### config.mk
export PLATFORM = sky130hd
export DESIGN_NAME = frame_update_sequencer
export DESIGN_NICKNAME = d
export VERILOG_FILES = /design/src/rtl/pong_pkg.sv /design/src/rtl/wdog_timer.sv /design/src/rtl/frame_update_sequencer.sv
export SDC_FILE = /design/constraint.sdc
export NUM_CORES = 1
export LEC_CHECK = 0
export BUFFER_PORTS_ARGS = -buffer_cell sky130_fd_sc_hd__buf_2
export CAP_MARGIN = 30
export CORE_UTILIZATION = 40
export CTS_CLUSTER_SIZE = 40
export DETAILED_ROUTE_END_ITERATION = 7
export GPL_TIMING_DRIVEN = 1
export HOLD_SLACK_MARGIN = 0.08
export PLACE_DENSITY = 0.67
export SYNTH_ARGS = -nofsm -noshare
export SYNTH_HDL_FRONTEND = slang
export SYNTH_SLANG_ARGS = --single-unit
### constraint.sdc
create_clock -name clk -period 2.95 [get_ports clk]
set_input_delay 0.295 -clock clk [delete_from_list [all_inputs] [get_ports clk]]
set_output_delay 0.295 -clock clk [all_outputs]
set_load 0.01 [all_outputs]
### src/rtl/pong_pkg.sv
`default_nettype none
// +----------------------------------------------------------------------+
// | pong_pkg                                                             |
// | Shared stage indices and sequencer state encoding for the Pong       |
// | datapath. Revision: 1.0                                              |
// +----------------------------------------------------------------------+
package pong_pkg;

  localparam int NUM_STG = 4;

  localparam logic [1:0] STG_PADDLE  = 2'd0;
  localparam logic [1:0] STG_BALL    = 2'd1;
  localparam logic [1:0] STG_COLLIDE = 2'd2;
  localparam logic [1:0] STG_SCORE   = 2'd3;

  typedef enum logic [1:0] {
    SEQ_IDLE  = 2'd0,
    SEQ_ISSUE = 2'd1,
    SEQ_WAIT  = 2'd2
  } seq_state_t;

  function automatic logic [NUM_STG-1:0] stage_onehot(input logic [1:0] s);
    stage_onehot    = '0;
    stage_onehot[s] = 1'b1;
  endfunction

endpackage
`default_nettype wire

### src/rtl/wdog_timer.sv
`default_nettype none
// +----------------------------------------------------------------------+
// | wdog_timer                                                           |
// | Loadable down-counter that flags the cycle in which it reaches zero. |
// | Revision: 1.0                                                        |
// +----------------------------------------------------------------------+
module wdog_timer #(
  parameter int CYCLES = 1023
) (
  input  logic clk,
  input  logic reset,
  input  logic load,
  input  logic dec,
  output logic expire
);

  localparam int W = $clog2(CYCLES + 1);
  localparam logic [W-1:0] LOAD_VAL = W'(CYCLES);
  localparam logic [W-1:0] ONE      = W'(1);

  logic [W-1:0] count;

  always_ff @(posedge clk or posedge reset) begin
    if (reset) begin
      count <= '0;
    end else if (load) begin
      count <= LOAD_VAL;
    end else if (dec && count != '0) begin
      count <= count - ONE;
    end
  end

  // Flags the decrement that takes the count to zero.
  assign expire = dec && (count == ONE);

endmodule
`default_nettype wire

### src/rtl/frame_update_sequencer.sv
`default_nettype none
// +----------------------------------------------------------------------+
// | frame_update_sequencer                                               |
// | Once per frame, starts paddle, ball, collide and (on a hit/miss)     |
// | score units in order, waiting for each unit's done pulse.            |
// | Option: define PONG_SEQ_WDOG_EN to add a per-stage watchdog.         |
// | Revision: 1.0                                                        |
// +----------------------------------------------------------------------+
module frame_update_sequencer
  import pong_pkg::*;
#(
  parameter int WDOG_CYCLES = 1023
) (
  input  logic       clk,
  input  logic       reset,
  input  logic       frame_tick,
  input  logic       run,
  input  logic       score_req,
  input  logic [3:0] stg_done,
  output logic [3:0] stg_start,
  output logic [1:0] cur_stage,
  output logic       busy,
  output logic       overrun,
  input  logic       overrun_clr,
  output logic       wdog_err
);

  seq_state_t state;
  logic [1:0] stage;
  logic       done_hit;
  logic       wdog_expire;

  assign done_hit = stg_done[stage];

`ifdef PONG_SEQ_WDOG_EN
  wdog_timer #(
    .CYCLES (WDOG_CYCLES)
  ) u_wdog (
    .clk    (clk),
    .reset  (reset),
    .load   (state == SEQ_ISSUE),
    .dec    (state == SEQ_WAIT),
    .expire (wdog_expire)
  );
`else
  logic unused_wdog_cfg;
  assign unused_wdog_cfg = ^WDOG_CYCLES;
  assign wdog_expire     = 1'b0;
`endif

  always_ff @(posedge clk or posedge reset) begin
    if (reset) begin
      state     <= SEQ_IDLE;
      stage     <= STG_PADDLE;
      stg_start <= '0;
      cur_stage <= '0;
      busy      <= 1'b0;
      overrun   <= 1'b0;
      wdog_err  <= 1'b0;
    end else begin
      stg_start <= '0;

      // A tick landing on a running sequence is dropped; set beats clear.
      if (frame_tick && state != SEQ_IDLE) begin
        overrun <= 1'b1;
      end else if (overrun_clr) begin
        overrun <= 1'b0;
      end

      case (state)
        SEQ_IDLE: begin
          if (frame_tick && run) begin
            stage     <= STG_PADDLE;
            cur_stage <= STG_PADDLE;
            stg_start <= stage_onehot(STG_PADDLE);
            busy      <= 1'b1;
            state     <= SEQ_ISSUE;
          end
        end
        SEQ_ISSUE: begin
          state <= SEQ_WAIT;
        end
        SEQ_WAIT: begin
          if (done_hit) begin
            if (stage == STG_SCORE || (stage == STG_COLLIDE && !score_req)) begin
              busy  <= 1'b0;
              state <= SEQ_IDLE;
            end else begin
              stage     <= stage + 2'd1;
              cur_stage <= stage + 2'd1;
              stg_start <= stage_onehot(stage + 2'd1);
              state     <= SEQ_ISSUE;
            end
          end else if (wdog_expire) begin
            wdog_err <= 1'b1;
            busy     <= 1'b0;
            state    <= SEQ_IDLE;
          end
        end
        default: begin
          busy  <= 1'b0;
          state <= SEQ_IDLE;
        end
      endcase
    end
  end

endmodule
`default_nettype wire

Word-level counts from Yosys, hierarchy flattened --
Index checks and enable logic that the tools add are counted.
Storage, ports and cells: bits in registers 10, word-level logic and storage cells 53
Cells by class: reduce and logical (&&, ||, !) cells 13, order comparisons 3, mux-type cells 22, bitwise gates (word level) 1, equal/unequal tests 8, add/sub/neg operators 1
Operators by type and width (count):
- 2-bit 2-to-1 mux | 5
- 1-bit 2-to-1 mux | 9
- 4-bit 2-to-1 mux | 2
- 2-bit != test (second input constant) | 4
- 4-bit one-hot mux with 2 select lines | 1
- 4-bit AND reduction | 2
- 2-bit == test (second input constant) | 3
- 2-bit by 3-bit < comparator with 1-bit output (second input constant) | 2
- 2-bit one-hot mux with 3 select lines | 1
- 2-bit nonzero test | 3
- 1-bit logical AND | 4
- 2-bit one-hot mux with 2 select lines | 1
- 1-bit one-hot mux with 3 select lines | 1
- 2-bit by 1-bit adder with 2-bit output (second input constant) | 1
- 1-bit binary-select mux with 2-bit select | 1
- 1-bit demux with 2-bit select | 1
- 2-bit by 1-bit == test with 1-bit output (second input constant) | 1
- 2-bit by 1-bit >= comparator with 1-bit output (second input constant) | 1
- 2-bit zero test | 1
- 2-bit AND reduction | 1
- 1-bit zero test | 1
- 1-bit logical OR | 1
- 1-bit inverter | 1

Longest topological paths before layout --
Gate-level depths: netlist (run 1).
depth in word-level cells 8, mapped depth 6, mapped depth without buffers 6

Least setup slack after synthesis (run 1) --
Ideal clock, no wire load.
kind register to register, start register stage[0], end register stage[1], data arrival time 1.576 ns, setup slack 1.294 ns, stages on the path, launching flop included 7, period minus slack after synthesis 1.656 ns, library setup time 0.079 ns, path buffers 0, cells stage by stage dfrtp_1 -> inv_1 -> ha_1 -> or2b_2 -> a21oi_2 -> a311oi_2 -> mux2i_1
On the way: cells in the longest elaborated chain, start to end 5
RTL lines:
- from (decl) | RTL line frame_update_sequencer.sv:29 | logic [1:0] stage;
- from (signal assigned) | RTL line frame_update_sequencer.sv:89 | stage <= stage + 2'd1;
- branches (longest 5 deep; another with 2-bit by 1-bit adder with 2-bit output)
Several ways; the timed one is not identified. The select of a mux whose other input is x is not followed. A chain may end at the register's enable or synchronous reset.

Final worst setup path (run 1) --
Same ends and word-level chain as after synthesis.

==> results of run 1 <==
-- final cells by class --
class                      count  area, µm²
sequential                    10        250
fill                         102        495
timing repair buffer          18       95.1
clock buffer                   4       36.3
inverter                       5       18.8
multi-input combinational     31        273
tap                           14       17.5
-- how the worst min path moves through the flow --
stage                startpoint  endpoint  slack (ps)
detailed placement        reset  state[1]         290
floorplan                 reset      busy         140
global route        overrun_clr   overrun         220
CTS                 overrun_clr   overrun         210
finish              overrun_clr   overrun         210
global placement          reset   overrun         290
-- power groups by stage --
stage / Combinational [W] / Sequential (W) / Clock [W]
4_1_cts: 0.000211 / 0.000215 / 0.000129
3_5_place_dp: 0.000210 / 0.000218 / 0
2_1_floorplan: 0.000140 / 0.000226 / 0
3_3_place_gp: 0.000211 / 0.000215 / 0
5_1_grt: 0.000231 / 0.000222 / 0.000139
6_report: 0.000210 / 0.000214 / 0.000127
-- synth_stat cells (2+ instances only) --
cell,n,share of area
mux2i_1,4,0.073
dfrtp_1,10,0.46
inv_1,5,0.034
o21ai_0,3,0.027
and3_1,2,0.023
ha_1,4,0.091
nand2_1,2,0.014
-- layout by cell type (no fill, tap or decap), drive strengths merged --
master and count:
nand3 1, a311oi 1, o211ai 1, a21oi 2, and3 2, mux2i 4, and4bb 1, mux2 1
and4 1, nor3b 2, or2b 1, ha 4, o21a 1, dfrtp 10, o21ai 3, conb 1
o22ai 1, a31oi 1, nand2 2, buf 17, clkbuf 4, and2b 1, inv 5, dlygate4sd3 1
-- per-layer routing --
| metal | up-vias | wire length, µm |
|---|---|---|
| li1 | 204 | - |
| met1 | 194 | 457 |
| met2 | 16 | 449 |
| met3 | 4 | 68 |
| met4 | 0 | 15 |
| met5 | - | 0 |
-- sequential cells by signal (all words and copies together), names as in the netlist --
signal,count
busy,1
state,2
stage,2
overrun,1
stg_start,4
-- worst max-delay path: stages (launching register included) --
cell and delay (ps):
dfrtp_1 500, inv_1 180, ha_1 230, or2b_2 170, a21oi_2 60, a311oi_2 320, mux2i_1 210
-- metrics by stage --
stage	total power, W	setup WS (ps)	hold WS, ps	cells
6_report	0.000551	1190	213	82
5_1_grt	0.000592	1090	217	82
4_1_cts	0.000556	1200	210	82
3_5_place_dp	0.000428	1220	291	77
3_3_place_gp	0.000426	1290	290	77
2_1_floorplan	0.000366	1290	135	47
-- cell families (layout without fill, tap and decap cells) --
| group | after synthesis | after routing | share of synthesized area |
|---|---|---|---|
| buf+inv | 6 | 27 | 0.0478 |
| mux | 5 | 5 | 0.0934 |
| other cells | 1 | 1 | 0.00683 |
| simple gates | 11 | 11 | 0.175 |
| compound gates | 10 | 10 | 0.130 |
| fa+ha+maj | 4 | 4 | 0.0911 |
| flops | 10 | 10 | 0.456 |
-- timing repair --
item,in CTS,in global routing
gates resized for setup,0,0
endpoints found under the setup margin,0,0
hold endpoints to repair,10,0
setup buffers,0,0
hold buffers,1,0
==> out/qor.yml, run 1 <==
floorplan:
  io_pins: 19
  die_h_um: 39.1
  core.rowCount: 12
  fp.dieW_um: 39.1
  dieArea_mm2: 0.00153
  start_util: 0.463
  core_area_mm2: 0.00119
final_layout:
  utilization: 0.582
  finalInstanceArea_um2: 691
  finalNetCount: 83
  area_delta_synth_final_pct: 25.7
  n_antenna_cell: 0
  drive_gt1_frac: 0.412
clocking:
  clk-insertion-delay-late_ps: 280
  clock_sinks: 10
  clockBufferDepth: 2
  htreeDepth: 1
  clk_pin_slew_worst_paths_ps: 70
  cts_tree: "done"
  cts_buffers: 3
  cts-root-buf: "clkbuf_4"
place:
  post_dp_cell_area_um2: 644
  gp_congestion: 0.773
  port_buffers: 17
  dp.final_hpwl_um: 747
grt:
  use_met3: 0.0867
  grt_pass1_vias: 345
  gr-total-overflow: 0
  track_usage: 0.169
  globalRoute.busiestLayer: "met2"
  grt_pass1_wl_um: 1550
  grt_max_degree: 11
  antenna_found_initial: 0
  grtUsageMet2: 0.242
  met1_usage: 0.196
pwr:
  seqPwrFrac: 0.389
  switching_power_w: 0.000195
  p_sw_frac: 0.353
  ir_drop_mv: 0.342
  p_leak_nw: 0.358
  p_per_area_mw_per_mm2: 798
  p_int_w: 0.000357
  combPwrFrac: 0.380
  pwr-share-clk: 0.231
detailed_routing:
  remaining_drc_errors: 0
  vias: 418
  totalWireLength_um: 990
  via_per_inst: 5.10
  wl_per_cell_um: 12.1
  drt_first_iter_violations: 8
  postRouteAntennaNets: 0
  drtPass1Iterations: 4
job:
  maxCapViolations: 0
critical_path:
  cp-endpoint: "stage[1]"
  crit_fanout: 7
  rr_startpoint: "stage[0]"
  r2r_cells: 6
  arrival_ps: 1950
  crit_type: "reg -> reg"
  cp-startpoint: "stage[0]"
  worstPathRequired_ps: 3150
  worst_setup_path_start_kind: "flop"
  critPathCaptureType: "flop"
  r2r_slack_ps: 1190
  timing.rr.end: "stage[1]"
yosys:
  yosysUniqueCellTypes: 24
  synth_ff_type: "dfrtp_1"
  avgSynthCellArea_um2: 11.7
  netlist_area_um2: 549
  synthArstFlopShare: 1.00
  ys_ff_latch: 10
  yosysWarnings: 0
  synth_fp_nets: 61
  synth_edf_count: 0
  ys_seq_area_frac: 0.456
  synth_cells: 47
status:
  status: "complete, no violations"
timing:
  setup_viol_count_final: 0
  clock_skew_ps: 9.17
  timing.fmax_mhz: 569
  finalCriticalPeriod_ps: 1760
  period_share: 0.596
  hold_viol_final: 0
  fin_setup_tns_ps: 0
  drv_slew: 0
  rsz0062_at_grt: "false"
min_path:
  hold_class: "in -> reg"
  worstHoldPathCells: 2
No activity file was read; power rests on OpenSTA's default activity.
==> inputs of run 2 (changes only) <==
--- a/config.mk
+++ b/config.mk
@@ -12,7 +12,7 @@
 export DETAILED_ROUTE_END_ITERATION = 7
 export GPL_TIMING_DRIVEN = 1
 export HOLD_SLACK_MARGIN = 0.08
-export PLACE_DENSITY = 0.67
+export PLACE_DENSITY = 0.7
 export SYNTH_ARGS = -nofsm -noshare
 export SYNTH_HDL_FRONTEND = slang
 export SYNTH_SLANG_ARGS = --single-unit
==> constraint.sdc (replaced) <==
create_clock -name clk -period 1.58 [get_ports clk]
set_input_delay 0.158 -clock clk [delete_from_list [all_inputs] [get_ports clk]]
set_output_delay 0.158 -clock clk [all_outputs]
set_load 0.01 [all_outputs]
==> run 2 against run 1 <==
Against the previous run: flip-flop and latch count unchanged; via count up 2.6%; total power up 95%; critical path type unchanged; largest cell class unchanged; highest routed layer unchanged.
==> out/qor.yml, run 2 (synthesis gave the netlist of run 1 again) <==
detailed_routing:
  via_per_inst: 4.93  # was 5.10
  vias: 429  # was 418
  wl_per_cell_um: 12.2  # was 12.1 µm
  postRouteAntennaNets: 0  # unchanged
  remaining_drc_errors: 0  # unchanged
  drt_first_iter_violations: 8  # unchanged
  drtPass1Iterations: 3  # was 4
  totalWireLength_um: 1060  # was 990 µm
floorplan:
  fp.dieW_um: 39.1  # unchanged
  die_h_um: 39.1  # unchanged
  dieArea_mm2: 0.00153  # unchanged
  core_area_mm2: 0.00119  # unchanged
  core.rowCount: 12  # unchanged
  start_util: 0.463  # unchanged
  io_pins: 19  # unchanged
grt:
  grt_pass1_wl_um: 1600  # was 1550 µm
  grt_pass1_vias: 396  # was 345
  track_usage: 0.161  # was 0.169
  gr-total-overflow: 0  # unchanged
  antenna_found_initial: 0  # unchanged
  grt_max_degree: 11  # unchanged
final_layout:
  finalNetCount: 88  # was 83
  area_delta_synth_final_pct: 33.3  # was 25.7%
  utilization: 0.617  # was 0.582
  top_regs: "stg_start x4, stage x2, state x2"  # unchanged
  n_antenna_cell: 0  # unchanged
  mostFrequentLayoutCells: "17 x buf_2, 9 x dfrtp_1, 5 x inv_1, 5 x buf_4, 4 x mux2i_1"  # was 17 x buf_2, 10 x dfrtp_1, 5 x inv_1
  largest_register: "stg_start"  # unchanged
  drive_gt1_frac: 0.479  # was 0.412
  final_common_cell: "buf_2"  # unchanged
  largest_register_ff_count: 4  # unchanged
pwr:
  p_leak_nw: 0.379  # was 0.358 nW
  p_per_area_mw_per_mm2: 1470  # was 798 mW/mm²
  ir_drop_mv: 0.816  # was 0.342 mV
  power_w: 0.00108  # was 0.000551 W
critical_path:
  worstPathRequired_ps: 1720  # was 3150 ps
  cpPeakStageDelay_ps: 420  # was 500 ps
  critPathCaptureType: "flop"  # unchanged
  rr_startpoint: "stage[0]"  # unchanged
  arrival_ps: 1650  # was 1950 ps
  path_cells: "inv_1 -> ha_1 -> or2b_2 -> a21oi_2 -> a311oi_2 -> mux2i_1"  # unchanged
  critPathSlowestCell: "dfrtp_2"  # was dfrtp_1
  crit_fanout: 3  # was 7
  cp-startpoint: "stage[0]"  # unchanged
  crit_type: "reg -> reg"  # unchanged
  worst_setup_path_start_kind: "flop"  # unchanged
clocking:
  clk_pin_slew_worst_paths_ps: 70  # about the same
  clk-insertion-delay-late_ps: 260  # was 280 ps
  htreeDepth: 1  # unchanged
  clockBufferDepth: 2  # unchanged
  cts_buffers: 3  # unchanged
  cts-root-buf: "clkbuf_4"  # unchanged
  cts_tree: "done"  # unchanged
  clock_sinks: 10  # unchanged
status:
  status: "complete, no violations"  # unchanged
timing:
  clock_skew_ps: 0.292  # was 9.17 ps
  hold_viol_final: 0  # unchanged
  setup_ws_ps: 73.3  # was 1190 ps
  setup_viol_count_final: 0  # unchanged
  hold-worst-slack_ps: 76.5  # was 213 ps
  timing.fmax_mhz: 664  # was 569 MHz
  drv_slew: 0  # unchanged
  finalCriticalPeriod_ps: 1510  # was 1760 ps
  period_share: 0.954  # was 0.596
place:
  gp_congestion: 0.779  # was 0.773
  dp.final_hpwl_um: 771  # was 747 µm
  post-place-ws_ps: 49.1  # was 1220 ps
  port_buffers: 17  # unchanged
job:
  maxCapViolations: 0  # unchanged
min_path:
  min_from: "overrun_clr"  # unchanged
  hold_class: "in -> reg"  # unchanged
[run 2: timing repair]
action / in CTS / in global routing
resized for setup: 0 / 1
setup endpoints to repair: 0 / 1
endpoints found under the hold margin: 10 / 0
hold buffers: 1 / 0
buffers inserted: 0 / 1
[run 2: layout make-up]
class | count | area (µm²)
fillers | 114 | 454
multi-input cells | 31 | 275
flip-flops and latches | 10 | 251
repair buffers | 23 | 133
clock buffers | 4 | 36.3
inverters | 5 | 18.8
well taps | 14 | 17.5
[run 2: worst max-delay path, delay by kind of cell (launching register included)]
| family | cells | cell delay (ps) |
|---|---|---|
| simple gates | 1 | 320 |
| compound gates | 2 | 280 |
| buf+inv | 1 | 80 |
| flops | 1 | 420 |
| mux | 1 | 130 |
| fa+ha+maj | 1 | 160 |
[run 2: stage by stage]
step,area (µm²),setup TNS [ps],instances
6_report,732,0,87
5_1_grt,732,-5.14,87
4_1_cts,722,0,86
3_5_place_dp,676,0,81
3_3_place_gp,676,0,81
2_1_floorplan,551,0,47
[run 2: layer usage]
layer  up-vias  share of wire  track usage
met2        15           0.47        0.288
li1        216              -            -
met5         -              0            0
met1       196           0.45        0.167
met3         2          0.058       0.0347
met4         0          0.018        0.103
[run 2: worst paths after layout]
check                            to  slack, ps  depth (start not counted)
max in group asynchronous  stage[0]        880                          3
min in group asynchronous   overrun        410                          3
min                         overrun         80                          2
min reg2reg                    busy        480                          1
max                        stage[1]         70                          6
max reg2reg                stage[1]         70                          6
[run 2: where the power goes]
part	switching [W]	internal, W	leakage, nW
combinational	0.000226	0.000234	0.227
sequential	0.0000555	0.000330	0.131
clock	0.0000911	0.000140	0.0210
total	0.000372	0.000704	0.379
==> inputs of run 3 (changes only) <==
--- a/config.mk
+++ b/config.mk
@@ -5,6 +5,7 @@
 export SDC_FILE = /design/constraint.sdc
 export NUM_CORES = 1
 export LEC_CHECK = 0
+export ABC_AREA = 1
 export BUFFER_PORTS_ARGS = -buffer_cell sky130_fd_sc_hd__buf_2
 export CAP_MARGIN = 30
 export CORE_UTILIZATION = 40
@@ -12,7 +13,7 @@
 export DETAILED_ROUTE_END_ITERATION = 7
 export GPL_TIMING_DRIVEN = 1
 export HOLD_SLACK_MARGIN = 0.08
-export PLACE_DENSITY = 0.7
+export PLACE_DENSITY = 0.69
 export SYNTH_ARGS = -nofsm -noshare
 export SYNTH_HDL_FRONTEND = slang
 export SYNTH_SLANG_ARGS = --single-unit
==> run 3 against run 2 <==
Against the previous run: utilization fell by 6.2 points; hold slack improved by 90 ps; worst setup slack better by 88 ps; sequential share of layout area grew 0.30 points; register-to-register slack gained 90 ps; count of clock-buffer cells in the layout is the same; total power up 5.6%; critical path type unchanged; sequential power is 5.7% higher; clock power decreased by 2%; highest routed layer unchanged; via count is 7.0% higher; synthesized cell count is 43% higher.
==> out/qor.yml, run 3 <==
status:
  status: "complete, no violations"  # unchanged
yosys:
  muxShareOfSynthArea: 0  # was 0.0934
  synth_edf_count: 0  # unchanged
  synth_xor_area_frac: 0  # unchanged
  synth_compound_area_frac: 0.0490  # was 0.130
  synth_area_leaders: "dfrtp_1 45%, ha_1 8.9%, nand2_1 8.7%"  # was dfrtp_1 46%, ha_1 9.1%, mux2i_1 7.3%
  synthArstFlopShare: 1.00  # unchanged
  yosysUniqueCellTypes: 16  # was 24
  synth_cells: 67  # was 47
  synth_fa_ha_area_frac: 0.0891  # was 0.0911
  netlist_area_um2: 562  # was 549 µm²
  ys_seq_area_frac: 0.445  # was 0.456
  yosys-top-cells-count: "13 x nand2_1, 10 x dfrtp_1, 10 x inv_1"  # was 10 x dfrtp_1, 5 x inv_1, 4 x ha_1, 4 x mux2i_1, 3 x o21ai_0
  synth_fp_nets: 81  # was 61
  synth-simple-area-share: 0.310  # was 0.175
  avgSynthCellArea_um2: 8.38  # was 11.7 µm²
  synth_most_common_cell: "nand2_1"  # was dfrtp_1
  yosysWarnings: 0  # unchanged
  synth_ff_type: "dfrtp_1"  # unchanged
  synth_top_area_frac: 0.445  # was 0.456
  synth_top_family_by_area: "simple AND/OR/NAND/NOR gates"  # unchanged
  yosysTopAreaCell: "dfrtp_1"  # unchanged
  ys_ff_latch: 10  # unchanged
grt:
  grt_max_degree: 11  # unchanged
  antenna_found_initial: 0  # unchanged
  grt_pass1_wl_um: 1640  # was 1600 µm
  grt_pass1_vias: 413  # was 396
  track_usage: 0.170  # was 0.161
  gr-total-overflow: 0  # unchanged
clocking:
  hold_buffers: 2  # was 1
  cts_buffers: 3  # unchanged
  htreeDepth: 1  # unchanged
  clock_sinks: 10  # unchanged
  cts_tree: "done"  # unchanged
  post_cts_buffers: 0  # unchanged
  clk_pin_slew_worst_paths_ps: 60  # was 70 ps
  clk-insertion-delay-late_ps: 260  # about the same
  clockBufferDepth: 2  # unchanged
  cts-root-buf: "clkbuf_4"  # unchanged
  ctsResizeCount: 0  # unchanged
timing:
  period_share: 0.898  # was 0.954
  setup_viol_count_final: 0  # unchanged
  timing.fmax_mhz: 705  # was 664 MHz
  finalCriticalPeriod_ps: 1420  # was 1510 ps
  fin_setup_tns_ps: 0  # unchanged
  drv_slew: 0  # unchanged
  rsz0062_at_grt: "false"
  clock_skew_ps: 3.06  # was 0.292 ps
  hold_viol_final: 0  # unchanged
place:
  port_buffers: 17  # unchanged
  dp.final_hpwl_um: 766  # was 771 µm
  gp_congestion: 0.758  # was 0.779
final_layout:
  drive_gt1_frac: 0.400  # was 0.479
  top_regs: "stg_start x4, stage x2, state x2"  # unchanged
  n_antenna_cell: 0  # unchanged
  register_area_um2: 250  # was 251 µm²
  multi_input_area_um2: 255  # was 275 µm²
  final_common_cell: "buf_2"  # unchanged
  num-fill-cells: 141  # was 114
  mostFrequentLayoutCells: "17 x buf_2, 13 x nand2_1, 10 x inv_1, 10 x dfrtp_1, 7 x nor2_1"  # was 17 x buf_2, 9 x dfrtp_1, 5 x inv_1, 5 x buf_4, 4 x mux2i_1
  largest_register: "stg_start"  # unchanged
  area_delta_synth_final_pct: 28.5  # was 33.3%
  finalNetCount: 105  # was 88
  largest_register_ff_count: 4  # unchanged
  utilization: 0.555  # was 0.617
pwr:
  p_leak_nw: 0.418  # was 0.379 nW
  ir_drop_mv: 0.798  # was 0.816 mV
  p_per_area_mw_per_mm2: 1570  # was 1470 mW/mm²
critical_path:
  worst_setup_path_start_kind: "flop"  # unchanged
  arrival_ps: 1580  # was 1650 ps
  rr_startpoint: "stage[0]"  # unchanged
  worstPathRequired_ps: 1740  # was 1720 ps
  r2r_cells: 10  # was 6
  crit_fanout: 7  # was 3
  critPathCaptureType: "flop"  # unchanged
  r2r_slack_ps: 160  # was 70 ps
  cp-startpoint: "stage[0]"  # unchanged
  crit_type: "reg -> reg"  # unchanged
  timing.rr.end: "stage[1]"  # unchanged
  cp-endpoint: "stage[1]"  # unchanged
floorplan:
  fp.dieW_um: 39.5  # was 39.1 µm
  die_h_um: 39.5  # was 39.1 µm
  core.rowCount: 13  # was 12
  io_pins: 19  # unchanged
  core_area_mm2: 0.00130  # was 0.00119 mm²
  dieArea_mm2: 0.00156  # was 0.00153 mm²
  start_util: 0.432  # was 0.463
detailed_routing:
  drt_first_iter_violations: 10  # was 8
  totalWireLength_um: 977  # was 1060 µm
  remaining_drc_errors: 0  # unchanged
  wl_per_cell_um: 9.30  # was 12.2 µm
  via_per_inst: 4.37  # was 4.93
  drtPass1Iterations: 4  # was 3
  postRouteAntennaNets: 0  # unchanged
  vias: 459  # was 429
min_path:
  hold_class: "in -> reg"  # unchanged
  worstHoldPathCells: 3  # was 2
job:
  maxCapViolations: 0  # unchanged
run 3: cell types whose count changed after synthesis, sizes merged, moves of 4 or more:
cell	delta
inv	+8
mux2i	-4
nand2	+17
nand3	+5
nor2	+8
run 3: through the flow:
stage / hold slack (ps) / cell area (µm²) / worst slack, ps / cells / total power [W]
floorplan: -1.82 / 562 / 197 / 67 / 0.000772
global placement: 142 / 666 / 230 / 99 / 0.000900
detailed placement: 157 / 666 / 186 / 99 / 0.000912
CTS: 149 / 722 / 153 / 105 / 0.00116
global route: 183 / 722 / 20.1 / 105 / 0.00124
finish: 167 / 722 / 161 / 105 / 0.00114
run 3: how the worst min path moves through the flow:
| stage | from | endpoint | slack, ps |
|---|---|---|---|
| 2_1_floorplan | reset | busy | -2 |
| 3_3_place_gp | reset | stg_start[0] | 140 |
| 3_5_place_dp | reset | stg_start[0] | 160 |
| 4_1_cts | frame_tick | overrun | 150 |
| 5_1_grt | frame_tick | overrun | 180 |
| 6_report | frame_tick | overrun | 170 |
run 3: kinds of logic (layout without fill, tap and decap cells):
logic type,count (synthesis),count (layout)
AND/OR/NAND/NOR,34,34
buffers and inverters,14,37
flip-flops,10,10
adder cells (fa/ha/maj),4,4
AO/OA/AOI/OAI,4,4
other,1,1
run 3: power by group:
| part | total, W | switching, W | internal, W | leakage [nW] |
|---|---|---|---|---|
| Sequential | 0.000407 | 0.0000739 | 0.000334 | 0.133 |
| Clock | 0.000226 | 0.0000864 | 0.000140 | 0.0210 |
| Combinational | 0.000503 | 0.000304 | 0.000199 | 0.264 |
run 3: critical path: stages (launching register included):
cell,delay [ps]
dfrtp_1,470
inv_2,70
ha_1,200
inv_1,70
nor2_1,50
nor2_1,80
nand2_1,80
nand2_2,90
nand2_4,80
nand2_1,80
o21ai_2,50
run 3: layout make-up:
cell class	instances	share of cell area
flip-flops and latches	10	0.347
well taps	15	0.0260
inverters	13	0.0676
multi-input cells	43	0.354
clock buffers	4	0.0503
repair buffers	20	0.156
run 3: layer usage:
metal / up-vias / global-route usage / share of wire
li1: 246 / - / -
met1: 194 / 0.176 / 0.42
met2: 17 / 0.266 / 0.50
met3: 2 / 0.0909 / 0.063
met4: 0 / 0.103 / 0.013
met5: - / 0 / 0
